==> config.mk <==
export PLATFORM = sky130hd
export DESIGN_NAME = reg_read_port
export DESIGN_NICKNAME = d
export VERILOG_FILES = /design/src/rtl/reg_pkg.sv /design/src/rtl/reg_mux16.sv /design/src/rtl/reg_read_port.sv
export SDC_FILE = /design/constraint.sdc
export NUM_CORES = 1
export LEC_CHECK = 0
export CAP_MARGIN = 20
export CELL_PAD_IN_SITES_DETAIL_PLACEMENT = 2
export CELL_PAD_IN_SITES_GLOBAL_PLACEMENT = 2
export CORE_ASPECT_RATIO = 1.2
export CORE_MARGIN = 10
export CORE_UTILIZATION = 23
export DETAILED_ROUTE_END_ITERATION = 7
export GPL_TIMING_DRIVEN = 0
export PLACE_DENSITY_LB_ADDON = 0.25
export SLEW_MARGIN = 0
export SYNTH_ARGS = -nofsm -noshare
export SYNTH_HDL_FRONTEND = slang
export SYNTH_HIERARCHICAL = 1
export SYNTH_SLANG_ARGS = --single-unit
==> constraint.sdc <==
create_clock -name clk -period 1.5 [get_ports clk]
set_input_delay 0.45 -clock clk [delete_from_list [all_inputs] [get_ports clk]]
set_output_delay 0.45 -clock clk [all_outputs]
set_load 0.05 [all_outputs]
==> src/rtl/reg_pkg.sv <==
// reg_pkg: shared widths, FSM state encoding, response payload and helpers
// for the register-bank read port.
//   REG_W   - register data width
//   NREGS   - number of registers in the bank
//   IDX_W   - register index width
//   CNT_W   - accepted-request counter width
package reg_pkg;

  localparam int unsigned REG_W = 16;
  localparam int unsigned NREGS = 16;
  localparam int unsigned IDX_W = 4;
  localparam int unsigned CNT_W = 16;

  typedef enum logic {
    EMPTY = 1'b0,
    FULL  = 1'b1
  } state_t;

  // Payload held by the single-entry response buffer.
  typedef struct packed {
    logic [REG_W-1:0] src;
    logic [REG_W-1:0] dst;
    logic [IDX_W-1:0] src_idx;
    logic [IDX_W-1:0] dst_idx;
  } rsp_t;

  // True when two or more bits of v are set (clearing the lowest set bit
  // leaves something behind).
  function automatic logic multi_hot(input logic [NREGS-1:0] v);
    return (v & (v - NREGS'(1))) != '0;
  endfunction

endpackage

==> src/rtl/reg_mux16.sv <==
// reg_mux16: 16:1 combinational selector over the flattened register bank.
// Ports:
//   sel     in   IDX_W        register index
//   data    in   NREGS*REG_W  bank contents, register i at [i*REG_W +: REG_W]
//   data_c  out  REG_W        selected register (combinational)
module reg_mux16
  import reg_pkg::*;
(
  input  logic [IDX_W-1:0]       sel,
  input  logic [NREGS*REG_W-1:0] data,
  output logic [REG_W-1:0]       data_c
);

  // Compare-and-select over every slot; synthesises to a plain mux tree.
  always_comb begin
    data_c = '0;
    for (int i = 0; i < NREGS; i++) begin
      if (sel == IDX_W'(i)) begin
        data_c = data[i*REG_W +: REG_W];
      end
    end
  end

endmodule

==> src/rtl/reg_read_port.sv <==
// reg_read_port: single-entry response buffer that reads two operands
// (source and destination) from a 16-entry register bank per request.
// Optional feature: define REG_BYPASS_EN to forward same-cycle bank writes
// into the captured operands and into a stalled, held response.
// Ports:
//   clk, reset                 clock, asynchronous active-low reset
//   r0..r15      in   16       register bank contents
//   wr_data      in   16       data written to the bank this cycle
//   wr_en        in   16       one-hot bank write enable
//   req_valid    in   1        read request present
//   req_ready    out  1        request can be accepted (combinational)
//   rsrc, rdst   in   4        source / destination indices
//   rsp_valid    out  1        response held
//   rsp_ready    in   1        consumer takes the response
//   src_data, dst_data  out 16 held operand values
//   rsp_src_idx, rsp_dst_idx out 4  indices of the held response
//   rd_count     out  16       accepted requests, wraps
//   onehot_err   out  1        sticky: wr_en ever had >= 2 bits set
module reg_read_port
  import reg_pkg::*;
(
  input  logic             clk,
  input  logic             reset,
  input  logic [REG_W-1:0] r0,
  input  logic [REG_W-1:0] r1,
  input  logic [REG_W-1:0] r2,
  input  logic [REG_W-1:0] r3,
  input  logic [REG_W-1:0] r4,
  input  logic [REG_W-1:0] r5,
  input  logic [REG_W-1:0] r6,
  input  logic [REG_W-1:0] r7,
  input  logic [REG_W-1:0] r8,
  input  logic [REG_W-1:0] r9,
  input  logic [REG_W-1:0] r10,
  input  logic [REG_W-1:0] r11,
  input  logic [REG_W-1:0] r12,
  input  logic [REG_W-1:0] r13,
  input  logic [REG_W-1:0] r14,
  input  logic [REG_W-1:0] r15,
  input  logic [REG_W-1:0] wr_data,
  input  logic [NREGS-1:0] wr_en,
  input  logic             req_valid,
  output logic             req_ready,
  input  logic [IDX_W-1:0] rsrc,
  input  logic [IDX_W-1:0] rdst,
  output logic             rsp_valid,
  input  logic             rsp_ready,
  output logic [REG_W-1:0] src_data,
  output logic [REG_W-1:0] dst_data,
  output logic [IDX_W-1:0] rsp_src_idx,
  output logic [IDX_W-1:0] rsp_dst_idx,
  output logic [CNT_W-1:0] rd_count,
  output logic             onehot_err
);

  state_t                 state;
  rsp_t                   rsp;
  logic                   accept_c;
  logic [NREGS*REG_W-1:0] bank_c;
  logic [REG_W-1:0]       src_mux_c;
  logic [REG_W-1:0]       dst_mux_c;
  logic [REG_W-1:0]       src_cap_c;
  logic [REG_W-1:0]       dst_cap_c;

  // Flatten the bank, r0 in the low slot.
  assign bank_c = {r15, r14, r13, r12, r11, r10, r9, r8,
                   r7,  r6,  r5,  r4,  r3,  r2,  r1, r0};

  reg_mux16 u_src_mux (
    .sel    (rsrc),
    .data   (bank_c),
    .data_c (src_mux_c)
  );

  reg_mux16 u_dst_mux (
    .sel    (rdst),
    .data   (bank_c),
    .data_c (dst_mux_c)
  );

  // Operand values captured on accept; with bypass, a write landing this
  // cycle on the selected register wins over the stale bank value.
`ifdef REG_BYPASS_EN
  assign src_cap_c = wr_en[rsrc] ? wr_data : src_mux_c;
  assign dst_cap_c = wr_en[rdst] ? wr_data : dst_mux_c;
`else
  assign src_cap_c = src_mux_c;
  assign dst_cap_c = dst_mux_c;
`endif

  // Ready while empty, or while full and the held response leaves this edge.
  assign req_ready = (state == EMPTY) || rsp_ready;
  assign accept_c  = req_valid && req_ready;

  // Buffer state, payload, counter and error flag.
  always_ff @(posedge clk or negedge reset) begin
    if (!reset) begin
      state      <= EMPTY;
      rsp        <= '0;
      rd_count   <= '0;
      onehot_err <= 1'b0;
    end else begin
      if (multi_hot(wr_en)) begin
        onehot_err <= 1'b1;
      end

      if (accept_c) begin
        // Covers both EMPTY->FULL and a bubble-free FULL->FULL refill.
        state       <= FULL;
        rsp.src     <= src_cap_c;
        rsp.dst     <= dst_cap_c;
        rsp.src_idx <= rsrc;
        rsp.dst_idx <= rdst;
        rd_count    <= rd_count + CNT_W'(1);
      end else if (state == FULL) begin
        if (rsp_ready) begin
          state <= EMPTY;
        end else begin
`ifdef REG_BYPASS_EN
          // Stalled: keep the held operands coherent with bank writes.
          if (wr_en[rsp.src_idx]) begin
            rsp.src <= wr_data;
          end
          if (wr_en[rsp.dst_idx]) begin
            rsp.dst <= wr_data;
          end
`endif
        end
      end
    end
  end

  assign rsp_valid   = (state == FULL);
  assign src_data    = rsp.src;
  assign dst_data    = rsp.dst;
  assign rsp_src_idx = rsp.src_idx;
  assign rsp_dst_idx = rsp.dst_idx;

endmodule
---- Word level (Yosys, flattened, before mapping) ----
Cells that the tools add are included.
word-level totals
  bits in registers ....................... 58
  bits in latches ......................... 0
  bits in writable memories ............... 0
  memory bits (read-only) ................. 0
  input port bits ......................... 300
  output and inout port bits .............. 59
  logic and storage cells ................. 81
  memories kept ........................... 0
cells by class
  $add $sub $neg .......................... 2
  $mul .................................... 0
  divide/modulo/power cells ............... 0
  order comparisons ....................... 0
  eq/ne operators ......................... 30
  shift-type cells ........................ 0
  mux-type cells .......................... 35
  bitwise gates (word level) .............. 2
  reduce and logical (&&, ||, !) cells .... 5
operators with widths
  cell                   count
  $mux 16                32
  $eq 4x4->1 const B     16
  $eq 4x3->1 const B     8
  $add 16x1->16 const B  1
  $and 16x16->16         1
  $eq 4x2->1 const B     4
  $reduce_bool 16->1     1
  $sub 16x1->16 const B  1
  $eq 4x1->1 const B     2
  $logic_not 4->1        2
  $mux 1                 3
  $logic_and 1x1->1      1
  $logic_or 1x1->1       1
  $not 1->1              1

---- Depth between registers and ports, before layout ----
  depth after elaboration ................. 17
  gate-level depth with buffers ........... 9

---- By module ----
Netlist, hierarchy kept.
modules (own cells, without submodules)
  module         times used  cells an instance  area an instance (sq um)
  reg_mux16      2           354                2592.5
  reg_read_port  1           171                2448.6

---- Least setup slack after synthesis ----
Ideal clock, no wire load.
  path kind ............................... input port to flip-flop
  start ................................... input port rdst[1]
  end ..................................... register rsp (netlist bit dst_data[14])
  setup time .............................. 0.125 ns
  arrival ................................. 1.860 ns
  required time ........................... 1.375 ns
  setup slack ............................. -0.485 ns
  stages .................................. 7
  buffers on the path ..................... 3
  cells stage by stage .................... buf_2 > buf_4 > buf_2 > mux4_2 > a221oi_1 > o32ai_1 > mux2_2
on the way
  cells in the longest elaborated chain, start to end .. 17
  elaborated cells on any way between the ends .. 32
  those cells by class .................... eq/ne: 15; mux: 16; reduce/logical: 1
ends and longest elaborated chain
  what                   RTL line             text
  from (decl)            reg_read_port.sv:45  input logic [IDX_W-1:0] rdst,
  $logic_not 4->1        reg_mux16.sv:18      if (sel == IDX_W'(i)) begin
  $mux 16 (15 in a row)  reg_mux16.sv:18
  $mux 16 (*)            reg_mux16.sv:18
  via dst_cap_c[14]      reg_read_port.sv:63  logic [REG_W-1:0] dst_cap_c;
  to (decl)              reg_read_port.sv:57  rsp_t rsp;
Mark *: on every way through the listed nets, which the timed path passes. The rest lies on a longest branch.
A chain may end at the register's enable or synchronous reset.

---- Worst setup path after layout ----
  start ................................... input port rsrc[0]
  end ..................................... register rsp (netlist bit src_data[12])
on the way
  cells in the longest elaborated chain, start to end .. 17
  elaborated cells on any way between the ends .. 32
  those cells by class .................... eq/ne: 15; mux: 16; reduce/logical: 1
ends and longest elaborated chain
  what                   RTL line             text
  from (decl)            reg_read_port.sv:44  input logic [IDX_W-1:0] rsrc,
  $logic_not 4->1        reg_mux16.sv:18
  $mux 16 (15 in a row)  reg_mux16.sv:18
  $mux 16 (*)            reg_mux16.sv:18
  via src_cap_c[12]      reg_read_port.sv:62  logic [REG_W-1:0] src_cap_c;
Marked as above.

==> flow_metrics.py <==
metrics = {
    "status": {
        "status": "finished, violations left",
        "violations": "setup timing",
    },
    "synthesis": {
        "async_flop_share_pct": 100,
        "ys_ff_latch": 58,
        "yosys.area.top_type": "dfrtp_1",
        "syn_nets": 1180,
        "synth_edf_count": 0,
        "synthTopCellsByCount": "nand2_1, mux2_2, dfrtp_1",
        "synth_area_leaders": "dfrtp_1, mux4_2, mux2_2",
        "yosysTopAreaCellShare_pct": 19.0,
        "synth_ff_type": "dfrtp_1",
        "ys_seq_area_share_pct": 19.0,
        "ys_types": 64,
        "synthCells": 879,
        "ys_warn_count": 6,
        "syn-cell-area_sq_um": 7630,
        "syn_area_per_cell_sq_um": 8.68,
        "synth_most_common_cell": "nand2_1",
    },
    "layout": {
        "final_layout_size_suffix_gt1_share_pct": 44.7,
        "flow.area_growth_from_synthesis_pct": 96.8,
        "nets": 1633,
        "final_util_pct": 45.6,
    },
    "sta": {
        "final.period_utilization_pct": 137,
        "slew_headroom_pct": 44.9,
        "maxSlewViolCount": 0,
        "setup_viol_count_final": 32,
        "worstMarginPinSlew_ns": 0.824,
        "skew_ns": 0.00456,
        "holdWs_ns": 0.0741,
        "worst_slack_ns": -0.551,
        "min_period_ns": 2.05,
        "fmax_ghz": 0.488,
        "rsz0062_at_grt": "true",
        "finalHoldViolCount": 0,
    },
    "power_and_ir_drop": {
        "p_leak_uw": 0.00625,
        "max-vdd-ir-drop_mv": 0.530,
        "power_uw": 10800,
        "p_per_area_nw_per_um2": 719,
    },
    "floorplan": {
        "die_y_microns": 220,
        "die_w_microns": 186,
        "fp-row-count": 73,
        "io_pins": 359,
        "start_util_pct": 23.2,
        "dieArea_sq_um": 40900,
        "core_area_sq_um": 33000,
    },
    "global_route": {
        "grt_max_degree": 59,
        "antenna_found_initial": 12,
        "grt_first_pass_wirelength_mm": 82.0,
        "grt_util_all_layers_pct": 27.3,
        "grt_pass1_vias": 11400,
        "grt_overflow": 0,
    },
    "routing": {
        "vias": 10700,
        "drtPass1Iterations": 6,
        "post_drt_wl_per_cell_microns": 35.3,
        "via_per_inst": 5.98,
        "drt-total-wl_mm": 63.5,
        "drcViolationCount": 0,
        "drtAntennaViolNets": 0,
        "drt-initial-drc-count": 879,
    },
    "worst_setup_path": {
        "worst_setup_path_end_kind": "register",
        "r2r_slack_ns": 0.03,
        "worstPathRequired_ns": 1.74,
        "crit_type": "in2reg",
        "start_kind": "input port",
        "r2r_end": "src_data[2]",
        "crit_fanout": 7,
        "r2r_start": "rsp_valid",
        "reg2reg_depth": 4,
        "arrival_ns": 2.29,
    },
    "flow_run": {
        "maxCapViolations": 0,
    },
    "worst_hold_path": {
        "min_path_type": "in2async",
    },
    "placed_design": {
        "dp_slack_ns": -1.77,
        "port_buffers": 342,
        "gp_congestion": 0.917,
        "dp_hpwl_mm": 42.9,
    },
    "cts": {
        "clk_pin_slew_ns": 0.07,
        "cts_made_buffers": 9,
        "cts_root_buf": "clkbuf_16",
        "cts_sinks": 58,
        "clk_path_buf_depth": 2,
        "clock_latency_ns": 0.36,
        "cts_tree": "done",
        "ctsHtreeMaxLevel": 3,
        "ctsHoldBuffers": 0,
    },
}
## layout make-up
cell class,count,area (sq um)
multi-input combinational,717,6850
buffer,73,1140
clock buffer,9,225
clock inverter,7,103
timing repair buffer,450,4550
sequential,58,1470
fill,3394,17900
tap,450,563
antenna,10,25.0
inverter,23,100
## worst max-delay path: stages
cell and delay, ns:
buf_12 0.09, buf_16 0.16, mux4_2 0.53, nand2_2 0.14, o31ai_4 0.10, a211oi_2 0.39
o22ai_2 0.14, mux2_4 0.29
## metrics by stage
stage	TNS, ns	std cells	cell area [sq um]
2_1_floorplan	-9.15	879	7980
5_1_grt	-11.77	1797	15000
3_5_place_dp	-68.19	1672	12000
3_3_place_gp	-211.35	1671	12000
4_1_cts	-9.26	1749	13800
6_report	-11.37	1797	15000
## registers in the layout, indices dropped and copies added, names as in the netlist
name	flops
dst_data	16
rd_count	16
src_data	16
rsp_dst_idx	4
rsp_src_idx	4
onehot_err	1
rsp_valid	1
## worst max path at each step
stage | from | to | slack, ns | cells after the start
2_1_floorplan | rdst[0] | dst_data[10] | -0.37 | 6
3_3_place_gp | reset | rd_count[1] | -2.72 | 1
6_report | rsrc[0] | src_data[12] | -0.55 | 8
5_1_grt | rsrc[0] | src_data[12] | -0.49 | 8
3_5_place_dp | rdst[0] | dst_data[12] | -1.77 | 8
4_1_cts | rsrc[0] | src_data[12] | -0.39 | 8
## kinds of logic (layout without fill, tap and decap cells)
| logic type | count (synthesis) | after routing | share of synthesized area (%) |
|---|---|---|---|
| muxes | 159 | 159 | 28.5 |
| DFF | 58 | 58 | 19.0 |
| buffers and inverters | 104 | 562 | 7.69 |
| other | 0 | 10 | 0 |
| AOI/OAI and AO/OA | 279 | 279 | 25.2 |
| and+or+nand+nor | 262 | 262 | 17.5 |
| adders and majority gates | 2 | 2 | 0.295 |
| xor gates and xnor gates | 15 | 15 | 1.72 |
## power breakdown
group | total [uW] | switching, uW | internal (uW)
Clock | 2430 | 960 | 1470
Sequential | 2130 | 235 | 1900
Combinational | 6250 | 3580 | 2660
Total | 10800 | 4780 | 6030
## layout by cell type (no fill, tap or decap), drive strengths merged, types with 24 or more instances in the layout
master and count:
dfrtp 58, dlygate4sd2 40, o21ai 51, dlymetal6s2s 29
buf 230, mux4 40, nor3 41, clkdlybuf4s50 204
nand2 68, clkbuf 26, nand2b 24, a21oi 49
mux2i 56, nor2 55, a211oi 26, o22ai 46
mux2 63
## layer usage
| metal | track usage [%] | vias to the layer above | wire, microns |
|---|---|---|---|
| met3 | 5.58 | 219 | 5560 |
| met5 | 0 | - | 50 |
| met2 | 47.6 | 715 | 31000 |
| met4 | 14.5 | 6 | 4160 |
| met1 | 30.9 | 5434 | 22700 |
| li1 | - | 4375 | - |
## timing repair
item,in CTS,in global routing
gates resized for setup,683,203
pin swaps,68,66
endpoints found under the hold margin,0,0
endpoints found under the setup margin,107,40
setup buffers,59,37
gates cloned,6,6
Note: power is estimated with default switching activity, not from simulation.
